`src/rtl/uart_tx_fifo.sv`:
```
// Byte FIFO feeding a UART transmitter through a start/active/done handshake.
// Latency: a write into an empty idle FIFO in cycle N gives o_tx_dv in cycle N+2.
// Backpressure: writes while full are dropped; optional drop counter under UART_TX_FIFO_OVF_CNT_EN.
module uart_tx_fifo #(
    parameter int DEPTH_LOG2 = 4
) (
    input  logic                  clk,
    input  logic                  rst,
    input  logic                  i_wr_en,
    input  logic [7:0]            i_wr_byte,
    output logic                  o_full,
    output logic                  o_empty,
    output logic [DEPTH_LOG2:0]   o_count,
    output logic                  o_tx_dv,
    output logic [7:0]            o_tx_byte,
    input  logic                  i_tx_active,
    input  logic                  i_tx_done,
    output logic                  o_busy,
    output logic                  o_tx_err
`ifdef UART_TX_FIFO_OVF_CNT_EN
    ,
    output logic [7:0]            o_ovf_cnt
`endif
);

    localparam int DEPTH = 1 << DEPTH_LOG2;
    localparam logic [DEPTH_LOG2:0]   CNT_FULL = (DEPTH_LOG2 + 1)'(DEPTH);
    localparam logic [DEPTH_LOG2:0]   CNT_ONE  = {{DEPTH_LOG2{1'b0}}, 1'b1};
    localparam logic [DEPTH_LOG2-1:0] PTR_ONE  = {{(DEPTH_LOG2 - 1){1'b0}}, 1'b1};

    typedef enum logic [2:0] {
        IDLE,
        START,
        WAIT_ACT,
        WAIT_DONE,
        GAP
    } state_t;

    state_t                 state;
    logic [1:0]             tmo_cnt;
    logic [7:0]             mem [DEPTH];
    logic [DEPTH_LOG2-1:0]  wr_ptr;
    logic [DEPTH_LOG2-1:0]  rd_ptr;
    logic                   wr_acc;
    logic                   pop;
    logic [DEPTH_LOG2:0]    cnt_nxt;

    // Accept/pop decisions use only registered flags, so a pop never frees room for a same-cycle write.
    always_comb begin
        wr_acc  = i_wr_en && !o_full;
        pop     = (state == IDLE) && !o_empty;
        cnt_nxt = o_count;
        case ({wr_acc, pop})
            2'b10:   cnt_nxt = o_count + CNT_ONE;
            2'b01:   cnt_nxt = o_count - CNT_ONE;
            default: cnt_nxt = o_count;
        endcase
    end

    // Byte storage; contents need no reset because count gates every read.
    always_ff @(posedge clk) begin
        if (!rst && wr_acc) begin
            mem[wr_ptr] <= i_wr_byte;
        end
    end

    // Pointers, count and the registered full/empty flags derived from the next count.
    always_ff @(posedge clk) begin
        if (rst) begin
            wr_ptr  <= '0;
            rd_ptr  <= '0;
            o_count <= '0;
            o_empty <= 1'b1;
            o_full  <= 1'b0;
        end else begin
            if (wr_acc) begin
                wr_ptr <= wr_ptr + PTR_ONE;
            end
            if (pop) begin
                rd_ptr <= rd_ptr + PTR_ONE;
            end
            o_count <= cnt_nxt;
            o_empty <= (cnt_nxt == '0);
            o_full  <= (cnt_nxt == CNT_FULL);
        end
    end

    // Transmit handshake FSM; all outputs registered, o_tx_byte held between pops.
    always_ff @(posedge clk) begin
        if (rst) begin
            state     <= IDLE;
            tmo_cnt   <= 2'd0;
            o_tx_dv   <= 1'b0;
            o_tx_byte <= 8'h00;
            o_tx_err  <= 1'b0;
            o_busy    <= 1'b0;
        end else begin
            o_tx_dv  <= 1'b0;
            o_tx_err <= 1'b0;
            case (state)
                IDLE: begin
                    if (pop) begin
                        o_tx_byte <= mem[rd_ptr];
                        o_tx_dv   <= 1'b1;
                        o_busy    <= 1'b1;
                        state     <= START;
                    end
                end
                START: begin
                    tmo_cnt <= 2'd0;
                    state   <= WAIT_ACT;
                end
                WAIT_ACT: begin
                    if (i_tx_active) begin
                        state <= WAIT_DONE;
                    end else if (i_tx_done) begin
                        state <= GAP;
                    end else if (tmo_cnt == 2'd3) begin
                        // Transmitter never started: flag it and drop the byte.
                        o_tx_err <= 1'b1;
                        o_busy   <= 1'b0;
                        state    <= IDLE;
                    end else begin
                        tmo_cnt <= tmo_cnt + 2'd1;
                    end
                end
                WAIT_DONE: begin
                    if (i_tx_done) begin
                        state <= GAP;
                    end
                end
                GAP: begin
                    o_busy <= 1'b0;
                    state  <= IDLE;
                end
                default: begin
                    o_busy <= 1'b0;
                    state  <= IDLE;
                end
            endcase
        end
    end

`ifdef UART_TX_FIFO_OVF_CNT_EN
    // Saturating count of writes dropped because the FIFO was full.
    always_ff @(posedge clk) begin
        if (rst) begin
            o_ovf_cnt <= 8'h00;
        end else if (i_wr_en && o_full && (o_ovf_cnt != 8'hFF)) begin
            o_ovf_cnt <= o_ovf_cnt + 8'h01;
        end
    end
`endif

endmodule

```
`config.mk`:
```
export PLATFORM = sky130hd
export DESIGN_NAME = uart_tx_fifo
export DESIGN_NICKNAME = d
export VERILOG_FILES = /design/src/rtl/uart_tx_fifo.sv
export SDC_FILE = /design/constraint.sdc
export NUM_CORES = 1
export LEC_CHECK = 0
export CORE_MARGIN = 3
export CORE_UTILIZATION = 59
export CTS_CLUSTER_DIAMETER = 50
export DETAILED_ROUTE_END_ITERATION = 10
export PLACE_DENSITY = 0.87
export SLEW_MARGIN = 20
export SYNTH_ARGS = -nofsm -noshare
export SYNTH_HDL_FRONTEND = slang
export SYNTH_SLANG_ARGS = --single-unit
export TNS_END_PERCENT = 10
```
`constraint.sdc`:
```
create_clock -name clk -period 3 [get_ports clk]
set_clock_uncertainty 0.1 [all_clocks]
set_input_delay 0.6 -clock clk [delete_from_list [all_inputs] [get_ports clk]]
set_output_delay 0.6 -clock clk [all_outputs]
set_load 0.02 [all_outputs]
```
After elaboration in Yosys (flattened, before gate mapping)
Memory sizes are Yosys's and may differ from the RTL's. A register that Yosys moved wholly into a read port is not among the register bits. Index checks and enable logic that the tools add are counted.

Bits in writable memories: 128. Register bits: 23. Output and inout port bits: 18. Memories: 1. Input bits: 13.

Equal/unequal tests: 14. Add/subtract/negate cells: 5. Bitwise logic cells: 3. Mux-type cells: 20. Reduce and logical (&&, ||, !) cells: 16.

Memories: mem (depth 16, width 8, rd ports 1, clocked after memory_dff 1, wr ports 1, line 41) `logic [7:0] mem [DEPTH];`.

Operator list (number): two-way mux 3 bit (5); != test 2 bit, second input constant (6); one-hot mux 3 bit (4 select lines) (1); one-hot mux 5 bit (2 select lines) (1); adder 4 x 1 -> 4 bit, second input constant (2); two-way mux 1 bit (8); == test 3 x 2 -> 1 bit, second input constant (2); two-way mux 2 bit (3); adder 5 x 1 -> 5 bit, second input constant (1); == test 5 bit, second input constant (1); zero test 5 bit (1); AND reduction 5 bit (1); subtractor 5 x 1 -> 5 bit, second input constant (1); == test 2 bit, second input constant (2); != test 4 bit, second input constant (1); one-hot mux 2 bit (2 select lines) (1); AND reduction 4 bit (1); OR reduction 2 bit (2); OR reduction 4 bit (1); == test 3 x 1 -> 1 bit, second input constant (1); logical AND 1 bit (3); zero test 1 bit (3); zero test 3 bit (1); NOT 1 bit (3); other kinds (6) (6).

Depth between registers and ports, before layout
Gate-level depths: netlist of the first run.

Depth after elaboration: 5. Gate-level depth with buffers: 11. Gate-level depth less buffers: 10.

Least setup slack after synthesis of the first run
OpenSTA, ideal clock, no wires.

Path type: register to register. Start point: reg state[0]. End point: reg o_full. Setup time: 0.088 ns. Stages on the path, launching flop included: 11. Setup slack: 0.238 ns. Arrival time: 2.574 ns. Cell sequence: dfxtp_1 > buf_6 > or4_4 > clkinv_4 > clkbuf_1 > ha_1 > nor3b_1 > o21ai_0 > a311oi_2 > xnor2_1 > nor4_2.

Cells in the longest elaborated chain, start to end: 5. Elaborated cells between the ends (all ways): 6. Those cells by class: eq/ne: 3; mux: 1; reduce/logical: 2.

RTL lines: from (decl) (line 39) `state_t state;`; from (signal assigned) (line 91) `state <= IDLE;`; from (signal assigned) (line 106) `state <= START;`; from (signal assigned) (line 111) `state <= WAIT_ACT;`; zero test 3 bit (*) (line 51) `pop = (state == IDLE) && !o_empty;`; logical AND 1 bit (*) (line 51); == test 2 x 1 -> 1 bit or == test 2 bit (tied branches) (line 53) `case ({wr_acc, pop})`; one-hot mux 5 bit (2 select lines) (*) (line 53); == test 5 bit (*) (line 84) `o_full <= (cnt_nxt == CNT_FULL);`; to (signal assigned) (line 84); to (decl) (line 11) `output logic o_full,`.

Mark *: on every way between the ends. The rest lies on a longest branch, timed or not. A chain may end at the register's enable or synchronous reset.

Final worst setup path of the first run
Start point: reg state[0]. End point: reg o_empty.

Cells in the longest elaborated chain, start to end: 5. Elaborated cells between the ends (all ways): 6. Those cells by class: eq/ne: 2; mux: 1; reduce/logical: 3.

RTL lines: zero test 3 bit (*) (line 51); logical AND 1 bit (*) (line 51); == test 2 x 1 -> 1 bit or == test 2 bit (tied branches) (line 53); one-hot mux 5 bit (2 select lines) (*) (line 53); zero test 5 bit (*) (line 83) `o_empty <= (cnt_nxt == '0);`; to (signal assigned) (line 83); to (decl) (line 12) `output logic o_empty,`.

Marked as above.

==> run_results.csv, run 1 <==
group,metric,value,unit
status,status,"finished, final reports clean",
final_layout,syn2layout_area_growth,18.6,%
pwr,ir_drop,0.635,mV
sta,rsz0062_at_grt,"false",
pwr,comb_power_share,0.251,
route,vias_per_cell,6.42,
sta,hold_violations,0,
global_route,gr-usage-all-layers,0.252,
cts,clock_path_buffers,2,
critical_path,cp-start-kind,"flip-flop",
yosys,synth.yosys.seq_area_share,0.696,
place,gp_congestion,0.827,
yosys,yosysMostFrequentCell,"edfxtp_1",
critical_path,reg2reg_slack,0.1,ns
route,drc,0,
route,vias,3720,
cts,cts_tree,"done",
route,drtIter0Drc,578,
yosys,syn_area_per_cell,16.9,µm²
critical_path,criticalPathCategory,"flip-flop to flip-flop",
yosys,synth_top_flop_cell,"edfxtp_1",
floorplan,rows,37,
cts,cts-root-buf,"clkbuf_8",
yosys,yosysWarnings,0,
sta,fmax,345,MHz
yosys,synth_seq_cells,159,
pwr,swShare,0.295,
pwr,p_sw,1.92,mW
global_route,grt_pass1_vias,3776,
place,placed_area,6980,µm²
critical_path,critPathCaptureType,"flip-flop",
sta,report.final.slew_viol_count,0,
final_layout,n_antenna_cell,0,
yosys,syn-num-nets,400,
critical_path,cp_max_fo,18,
cts,cts-htree-levels,4,
yosys,synth_top_area_cell,"edfxtp_1",
floorplan,start_util,0.613,
pwr,p_seq_frac,0.409,
yosys,async_reset_ff_frac,0,
yosys,synth_common_cells,"edfxtp_1 (128), mux4_2 (40), nor2_1 (34), dfxtp_1 (31), nand2_1 (30)",
pwr,power_density,853,nW/µm²
cts,clkSlewWorstSetupHoldPaths,0.07,ns
floorplan,core,10500,µm²
route,wl,14100,µm
sta,setup_viol,0,
global_route,grt_pass1_wl,21600,µm
place,portBuffers,30,
critical_path,required,3.31,ns
critical_path,arrival,3.21,ns
floorplan,pin_count,31,
final_layout,nets,452,
sta,hold_slack,0.365,ns
cts,cts_buffers,17,
floorplan,die_w,110,µm
pwr,p_int,4.57,mW
floorplan,design.die.area,12200,µm²
floorplan,die_h,110,µm
route,wl_per_cell,24.4,µm
route,firstDrtPassIters,6,
final_layout,final_util,0.727,
global_route,grt_max_degree,36,
yosys,syn_inst,379,
cts,clk_latency,0.53,ns
yosys,synthDistinctLibCells,42,
run,cap_violations,0,
global_route,gr-total-overflow,0,
route,ant_nets,0,
sta,relSlewSlack,0.544,
yosys,synth_area_leaders,"edfxtp_1 (60%), mux4_2 (14%), dfxtp_1 (9.7%)",
sta,period_needed,2.90,ns
yosys,yosysTopAreaCellShare,0.599,
pwr,leakage,2.52,nW
yosys,synth_edf_count,128,
cts,cts.sinks,159,
min_path,hp-class,"flip-flop to flip-flop",
global_route,antenna_found_initial,0,
place,dpl.hpwl,8490,µm
final_layout,postLayoutCellArea,7610,µm²
sta,worst_pin_slew,0.683,ns
sta,period_share,0.967,
yosys,syn_area,6410,µm²
cts,holdBufCountCts,0,
final_layout,drive_gt1_frac,0.242,
pwr,clockPowerShare,0.340,
## power by group through the flow
stage	Clock [mW]	Combinational, mW	Sequential, mW
final	2.20	1.63	2.66
after CTS	2.22	1.59	2.65
after detailed placement	0	1.54	2.69
after global placement	0	1.49	2.68
after floorplan	0	1.04	2.73
after global routing	2.31	1.74	2.67
## layout by cell type, fill, tap and decap left out, types with 2 or more instances in the layout
cell type,n
edfxtp_1,128
mux4_2,40
nor2_1,34
nand2_1,30
clkdlybuf4s50_1,30
dfxtp_1,30
buf_4,23
clkbuf_16,16
a21oi_1,15
inv_1,8
ha_1,8
xnor2_1,7
nor3_1,7
inv_6,7
xor2_1,6
nor3b_1,4
nand3_1,3
inv_8,3
bufinv_16,3
nor2b_1,2
or3_1,2
a21o_1,2
nor4_2,2
a31oi_1,2
o21ai_0,2
nand3b_1,2
o31ai_2,2
nand4_1,2
## timing repair
action / CTS / global route
setup endpoints to repair: 0 / 3
gates resized for setup: 0 / 4
setup buffers: 0 / 1
## per-layer routing
metal | wire [µm] | track usage | vias up
met4 | 379 | 0.103 | 0
met5 | 0 | 0 | -
met2 | 7420 | 0.428 | 235
met3 | 1080 | 0.0559 | 45
met1 | 5230 | 0.315 | 1869
li1 | - | - | 1571
## flip-flops by register name (all words and copies together) (netlist names)
name,cells
tmo_cnt,2
mem,128
rd_ptr,4
o_full,1
o_empty,1
state,3
o_tx_byte,8
wr_ptr,4
o_busy,1
o_tx_err,1
o_count,5
o_tx_dv,1
## cell families (layout without fill, tap and decap cells)
group / after synthesis / count (layout) / synth area share
flops: 159 / 159 / 0.696
simple gates: 96 / 96 / 0.0728
mux: 41 / 41 / 0.142
compound gates: 32 / 32 / 0.0355
buf+inv: 30 / 94 / 0.0201
xor+xnor: 13 / 13 / 0.0178
fa+ha+maj: 8 / 8 / 0.0156
## worst max-delay path, stage by stage, from the launching register on
cell,delay [ns]
dfxtp_1,0.40
or4_4,0.57
clkinv_4,0.15
nand2_4,0.08
xnor2_1,0.13
ha_1,0.25
a21o_1,0.19
a21oi_1,0.28
nor3_1,0.14
o31ai_2,0.37
o31ai_2,0.10
## worst paths after layout
path / from / end / cells past startpoint
max: state[0] / o_empty / 10
min: o_tx_byte[5] / o_tx_byte[5] / 2
max reg2reg: state[0] / o_empty / 10
min reg2reg: o_tx_byte[5] / o_tx_byte[5] / 2
## stage by stage
stage	power (mW)	setup WS, ns	cells	setup TNS [ns]
6_report	6.49	0.0977	579	0
5_1_grt	6.73	0.0116	579	0
4_1_cts	6.46	0.0491	578	0
3_5_place_dp	4.23	-0.0589	547	-0.0589
3_3_place_gp	4.17	0.0943	547	0
2_1_floorplan	3.77	0.238	379	0
## final cells by class
type | count | area [µm²]
multi-input combinational | 190 | 1830
timing repair buffer | 54 | 493
tap | 136 | 170
sequential | 159 | 4470
inverter | 9 | 38.8
clock buffer | 17 | 414
fill | 602 | 2860
clock inverter | 14 | 190
No activity file was read; power rests on OpenSTA's default activity.
==> run 2: changes to the inputs <==
--- a/config.mk
+++ b/config.mk
@@ -5,7 +5,7 @@
 export SDC_FILE = /design/constraint.sdc
 export NUM_CORES = 1
 export LEC_CHECK = 0
-export CORE_MARGIN = 3
+export CORE_MARGIN = 5
 export CORE_UTILIZATION = 59
 export CTS_CLUSTER_DIAMETER = 50
 export DETAILED_ROUTE_END_ITERATION = 10
==> constraint.sdc (replaced) <==
create_clock -name clk -period 3 [get_ports clk]
set_clock_uncertainty 0.1 [all_clocks]
set_input_delay 0.9 -clock clk [delete_from_list [all_inputs] [get_ports clk]]
set_output_delay 0.9 -clock clk [all_outputs]
set_load 0.02 [all_outputs]
==> run 2 against run 1 <==
Sequential share of layout area up 0.30 points; critical path depth up 1; power down 3.5%; routed wire length down 0.91%; final area down 0.48%; sequential power about the same; final cell count up 1.4%; combinational power about the same; hold slack worse by 0.013 ns; utilization down 2.3 points; register-to-register slack better by 0.07 ns; highest routed layer unchanged.
==> run_results.csv, run 2 (same netlist as run 1, synthesis figures left out) <==
group,metric,value,unit
final_layout,final_common_cell,"edfxtp_1",
cts,cts.sinks,159,
floorplan,design.die.area,13100,µm²
global_route,gr-total-overflow,0,
route,wl_per_cell,23.8,µm
final_layout,largest_reg_flops,128,
global_route,grt_pass1_vias,3760,
cts,clock_path_buffers,2,
min_path,holdCritStartpoint,"o_tx_byte[2]",
global_route,gr-usage-all-layers,0.233,
route,vias,3603,
floorplan,die_w,114,µm
global_route,grt_pass1_wl,21800,µm
floorplan,start_util,0.597,
sta,worst_pin_slew,0.680,ns
final_layout,drive_gt1_frac,0.242,
place,portBuffers,30,
final_layout,layoutNonFillerInstCount,587,
sta,relSlewSlack,0.546,
final_layout,layout_common_cells,"edfxtp_1 (128), mux4_2 (40), nor2_1 (34)",
place,dpl.hpwl,8500,µm
global_route,grt_max_degree,36,
pwr,power.total,6.26,mW
status,status,"finished, final reports clean",
route,firstDrtPassIters,5,
final_layout,final_util,0.704,
floorplan,pin_count,31,
sta,report.final.slew_viol_count,0,
final_layout,reg_top3,"mem x128, o_tx_byte x8, o_count x5",
route,drc,0,
floorplan,die_h,114,µm
sta,period_share,0.943,
sta,hold_violations,0,
cts,cts-root-buf,"clkbuf_8",
min_path,hp-class,"flip-flop to flip-flop",
cts,cts-htree-levels,4,
critical_path,rr_startpoint,"state[0]",
route,ant_nets,0,
route,vias_per_cell,6.14,
final_layout,postLayoutCellArea,7570,µm²
critical_path,reg2reg_slack,0.17,ns
pwr,ir_drop,0.449,mV
pwr,power_density,827,nW/µm²
critical_path,required,3.31,ns
sta,fmax,353,MHz
critical_path,criticalPathCategory,"flip-flop to flip-flop",
critical_path,cp_max_fo,9,
place,place_inst,554,
critical_path,cp-startpoint,"state[0]",
sta,period_needed,2.83,ns
cts,cts_buffers,17,
floorplan,core,10700,µm²
place,gp_congestion,0.794,
run,cap_violations,0,
final_layout,nets,456,
final_layout,n_antenna_cell,0,
cts,clkSlewWorstSetupHoldPaths,0.07,ns
critical_path,cp-start-kind,"flip-flop",
final_layout,syn2layout_area_growth,18.0,%
final_layout,top_register,"mem",
sta,rsz0062_at_grt,"false",
cts,cts_tree,"done",
critical_path,arrival,3.14,ns
route,drtIter0Drc,480,
pwr,leakage,2.49,nW
route,wl,14000,µm
place,placed_area,7010,µm²
cts,clk_latency,0.53,ns
floorplan,rows,38,
cts,holdBufCountCts,0,
sta,hold_slack,0.352,ns
global_route,antenna_found_initial,0,
sta,setup_viol,0,
critical_path,critPathCaptureType,"flip-flop",
[run 2: cell types whose count changed in the layout (fill, tap and decap cells not counted), sizes merged]
cell / before / now
buf: 24 / 28
bufinv: 3 / 1
clkbuf: 17 / 20
clkinv: 2 / 5
clkinvlp: 0 / 3
inv: 18 / 11
[run 2: final timing paths]
path | endpoint | depth (start not counted)
hold reg to reg | o_tx_byte[2] | 2
hold / removal | o_tx_byte[2] | 2
setup / recovery | o_empty | 11
setup reg to reg | o_empty | 11
[run 2: stage by stage]
step,TNS (ns),setup slack (ns)
after floorplan,0,0.0253
after global placement,-0.514,-0.217
after detailed placement,-1.04,-0.373
after CTS,0,0.0942
after global routing,0,0.00540
final,0,0.170
[run 2: what timing repair did]
action	in CTS	in global routing
setup buffers	0	2
endpoints found under the setup margin	0	3
hold endpoints to repair	0	0
resized for setup	0	4
[run 2: final cells by class]
cell class,count,area (µm²)
Multi-Input combinational cell,190,1830
Timing Repair Buffer,58,523
Clock inverter,11,111
Inverter,9,38.8
Fill cell,674,3180
Clock buffer,20,425
Sequential cell,159,4470
Tap cell,140,175
[run 2: worst max-delay path: stages, from the launching register on]
cell and delay (ns):
dfxtp_2 0.37, or4_4 0.59, clkinv_4 0.10, nand2_4 0.05, xnor2_1 0.12, ha_1 0.23
nor3b_1 0.21, o21ai_0 0.14, a311oi_2 0.38, buf_4 0.18, xor2_1 0.15, o31ai_1 0.08
[run 2: report_power, final]
group / leakage [nW] / internal (mW) / switching (mW)
Sequential: 1.41 / 2.52 / 0.133
Clock: 0.252 / 1.11 / 0.855
Combinational: 0.829 / 0.786 / 0.858
[run 2: layer usage]
| metal | track usage | routed length [µm] | vias to the layer above |
|---|---|---|---|
| met2 | 0.396 | 7310 | 188 |
| met4 | 0.0990 | 537 | 0 |
| met1 | 0.286 | 5180 | 1793 |
| li1 | - | - | 1577 |
| met3 | 0.0581 | 954 | 45 |
| met5 | 0 | 0 | - |
==> edit: new RTL, flow settings as in run 2 <==
Encoding of `state_t`: now one-hot (5 bits for 5 states).
--- a/src/rtl/uart_tx_fifo.sv
+++ b/src/rtl/uart_tx_fifo.sv
@@ -29,10 +29,10 @@
     localparam logic [DEPTH_LOG2-1:0] PTR_ONE  = {{(DEPTH_LOG2 - 1){1'b0}}, 1'b1};
 
-    typedef enum logic [2:0] {
-        IDLE,
-        START,
-        WAIT_ACT,
-        WAIT_DONE,
-        GAP
+    typedef enum logic [4:0] {
+        IDLE      = 5'b00001,
+        START     = 5'b00010,
+        WAIT_ACT  = 5'b00100,
+        WAIT_DONE = 5'b01000,
+        GAP       = 5'b10000
     } state_t;
 
Behaviour: same outputs for any inputs over 4 cycles, from zero or initial values and one cycle with rst high; so few cycles prove little.
==> edit against run 2 <==
Setup slack worse by 0.060 ns; design area grew 2.6%; highest routed layer unchanged; routed wire length up 4.1%; synthesized cell count is 4.2% higher; sequential share of layout area down 0.98 points; via count rose by 8.1%; count of clock-buffer cells in the layout rose by 9; critical path depth is the same; critical path type is now in2reg; sequential cell count rose by 2; utilization is 1.2 points higher; total power up 1.7%; synthesized area grew 1.7%.
==> edit: results (changes against run 2) <==
Setup path:
- The maximum fanout encountered on the critical timing path is 3 (was 9).
- The terminus of the critical flop-to-flop path is o_full (was o_empty).
- The slack of the worst reg-to-reg path was 0.23 ns (was 0.17 ns).
- The cell count of the worst reg-to-reg path is 8 (was 11).
- The startpoint of the most critical register-to-register path is state[1] (was state[0]).
- The endpoint arrival time on the critical path is 3.22 ns (was 3.14 ns).

Detailed routing:
- The number of violations reported at the end of detailed-routing iteration 0 is 542 (was 480).
- The detailed-route wire length per cell is 23.7 um (was 23.8 um).
- The detail-routed via count per cell is 6.35 (was 6.14).
- The detailed-router iteration count before antenna repair is 6 (was 5).

Placement:
- The final weighted congestion in routability-driven placement is 0.898 (was 0.794).
- The detailed placer's ending HPWL came to 8920 um (was 8500 um).

Power:
- The total power density per cell area was 819 nW/um2 (was 827 nW/um2).
- The standby leakage power was 0.00265 uW (was 0.00249 uW).
- The largest vdd supply drop is 0.000524 V (was 0.000449 V).
- The clock group power was 2180 uW (was 1960 uW).
- The internal power component is 4650 uW (was 4410 uW).

Worst hold path:
- The instance count along the most critical hold path came to 1 (was 2).
- The end of the worst hold path is state[1] (was o_tx_byte[2]).
- The worst min-delay path startpoint is o_empty (was o_tx_byte[2]).

Layout:
- The share of layout cells above drive strength 1 came to 0.186 (was 0.242).
- Largest registers: mem (128), o_tx_byte (8) (was mem (128), o_tx_byte (8), o_count (5)).
- The net count reported at finish is 483 (was 456).

Yosys:
- The sequential-to-total area share from yosys stat is 0.691 (was 0.696).
- The post-synthesis net count is 417 (was 400).
- The number of distinct standard cells referenced by the synthesized netlist is 46 (was 42).
- Leading post-synthesis cells by instance count: sky130_fd_sc_hd__edfxtp_1, sky130_fd_sc_hd__nor2_1, sky130_fd_sc_hd__dfxtp_1 (was sky130_fd_sc_hd__edfxtp_1, sky130_fd_sc_hd__mux4_2, sky130_fd_sc_hd__nor2_1).

GRT:
- The first-pass GRT wire length is 22600 um (was 21800 um).

Clocking:
- The number of H-tree levels came to 4 (unchanged).
- The root buffer cell is sky130_fd_sc_hd__clkbuf_8 (unchanged).

Timing:
- The worst hold slack is 0.392 ns (was 0.352 ns).
- The tightest slew margin relative to the limit was 0.548 (was 0.546).

Outcome:
- Status: finished clean (unchanged).
edit: cell count changes after synthesis, sizes merged, moves of 7 or more:
cell | before | now
a21oi | 15 | 4
a22oi | 0 | 16
buf | 6 | 13
mux4 | 40 | 32
nand2 | 31 | 20
clkbuf | 15 | 5
mux2i | 1 | 11
nor2 | 34 | 48
nor2b | 2 | 9
edit: kinds of logic (layout without fill, tap and decap cells):
group,after synthesis,count (layout),synth area share
xor+xnor,11,11,0.0148
flops,161,161,0.691
fa+ha+maj,9,9,0.0173
mux,43,43,0.133
simple gates,105,105,0.0775
buf+inv,24,103,0.0217
compound gates,42,42,0.0451
edit: area by class of cell:
| class | count | area, um2 |
|---|---|---|
| Timing Repair Buffer | 65 | 576 |
| Clock buffer | 29 | 542 |
| Fill cell | 610 | 3080 |
| Sequential cell | 161 | 4510 |
| Multi-Input combinational cell | 210 | 1880 |
| Clock inverter | 3 | 65.1 |
| Tap cell | 140 | 175 |
| Inverter | 6 | 22.5 |
edit: layer usage:
metal,part of all wire,global-route usage
met3,0.067,0.0484
met4,0.030,0.0962
met1,0.38,0.296
met5,0,0
met2,0.52,0.395
edit: how the worst max path moves through the flow:
stage | endpoint | slack [ns] | depth (start not counted) | startpoint
6_report | o_full | 0.11 | 11 | i_wr_en
5_1_grt | o_full | 0.004 | 11 | i_wr_en
4_1_cts | o_full | 0.09 | 11 | i_wr_en
3_5_place_dp | o_full | -0.37 | 11 | i_wr_en
3_3_place_gp | o_full | -0.24 | 11 | i_wr_en
2_1_floorplan | o_full | 0.08 | 11 | i_wr_en
edit: through the flow:
step | cells | TNS [ns] | utilization | worst slack (ns) | instance area (um2)
floorplan | 395 | 0 | - | 0.0825 | 6520
global placement | 582 | -0.653 | 0.660 | -0.242 | 7150
detailed placement | 582 | -1.03 | 0.660 | -0.374 | 7150
CTS | 614 | 0 | 0.716 | 0.0926 | 7760
global route | 614 | 0 | 0.716 | 0.00369 | 7760
finish | 614 | 0 | 0.716 | 0.110 | 7760
edit: worst max-delay path, cell delays in order:
cell and delay (ns):
sky130_fd_sc_hd__clkdlybuf4s50_1 0.45, sky130_fd_sc_hd__nor2b_1 0.18, sky130_fd_sc_hd__inv_1 0.09, sky130_fd_sc_hd__ha_1 0.23
sky130_fd_sc_hd__xor2_1 0.17, sky130_fd_sc_hd__ha_1 0.22, sky130_fd_sc_hd__a21oi_1 0.18, sky130_fd_sc_hd__mux2i_1 0.24
sky130_fd_sc_hd__xnor2_1 0.16, sky130_fd_sc_hd__and2_1 0.18, sky130_fd_sc_hd__nor4bb_2 0.22
edit: repair_timing:
item,CTS,global route
endpoints found under the setup margin,0,1
resized for setup,0,1
endpoints found under the hold margin,0,0
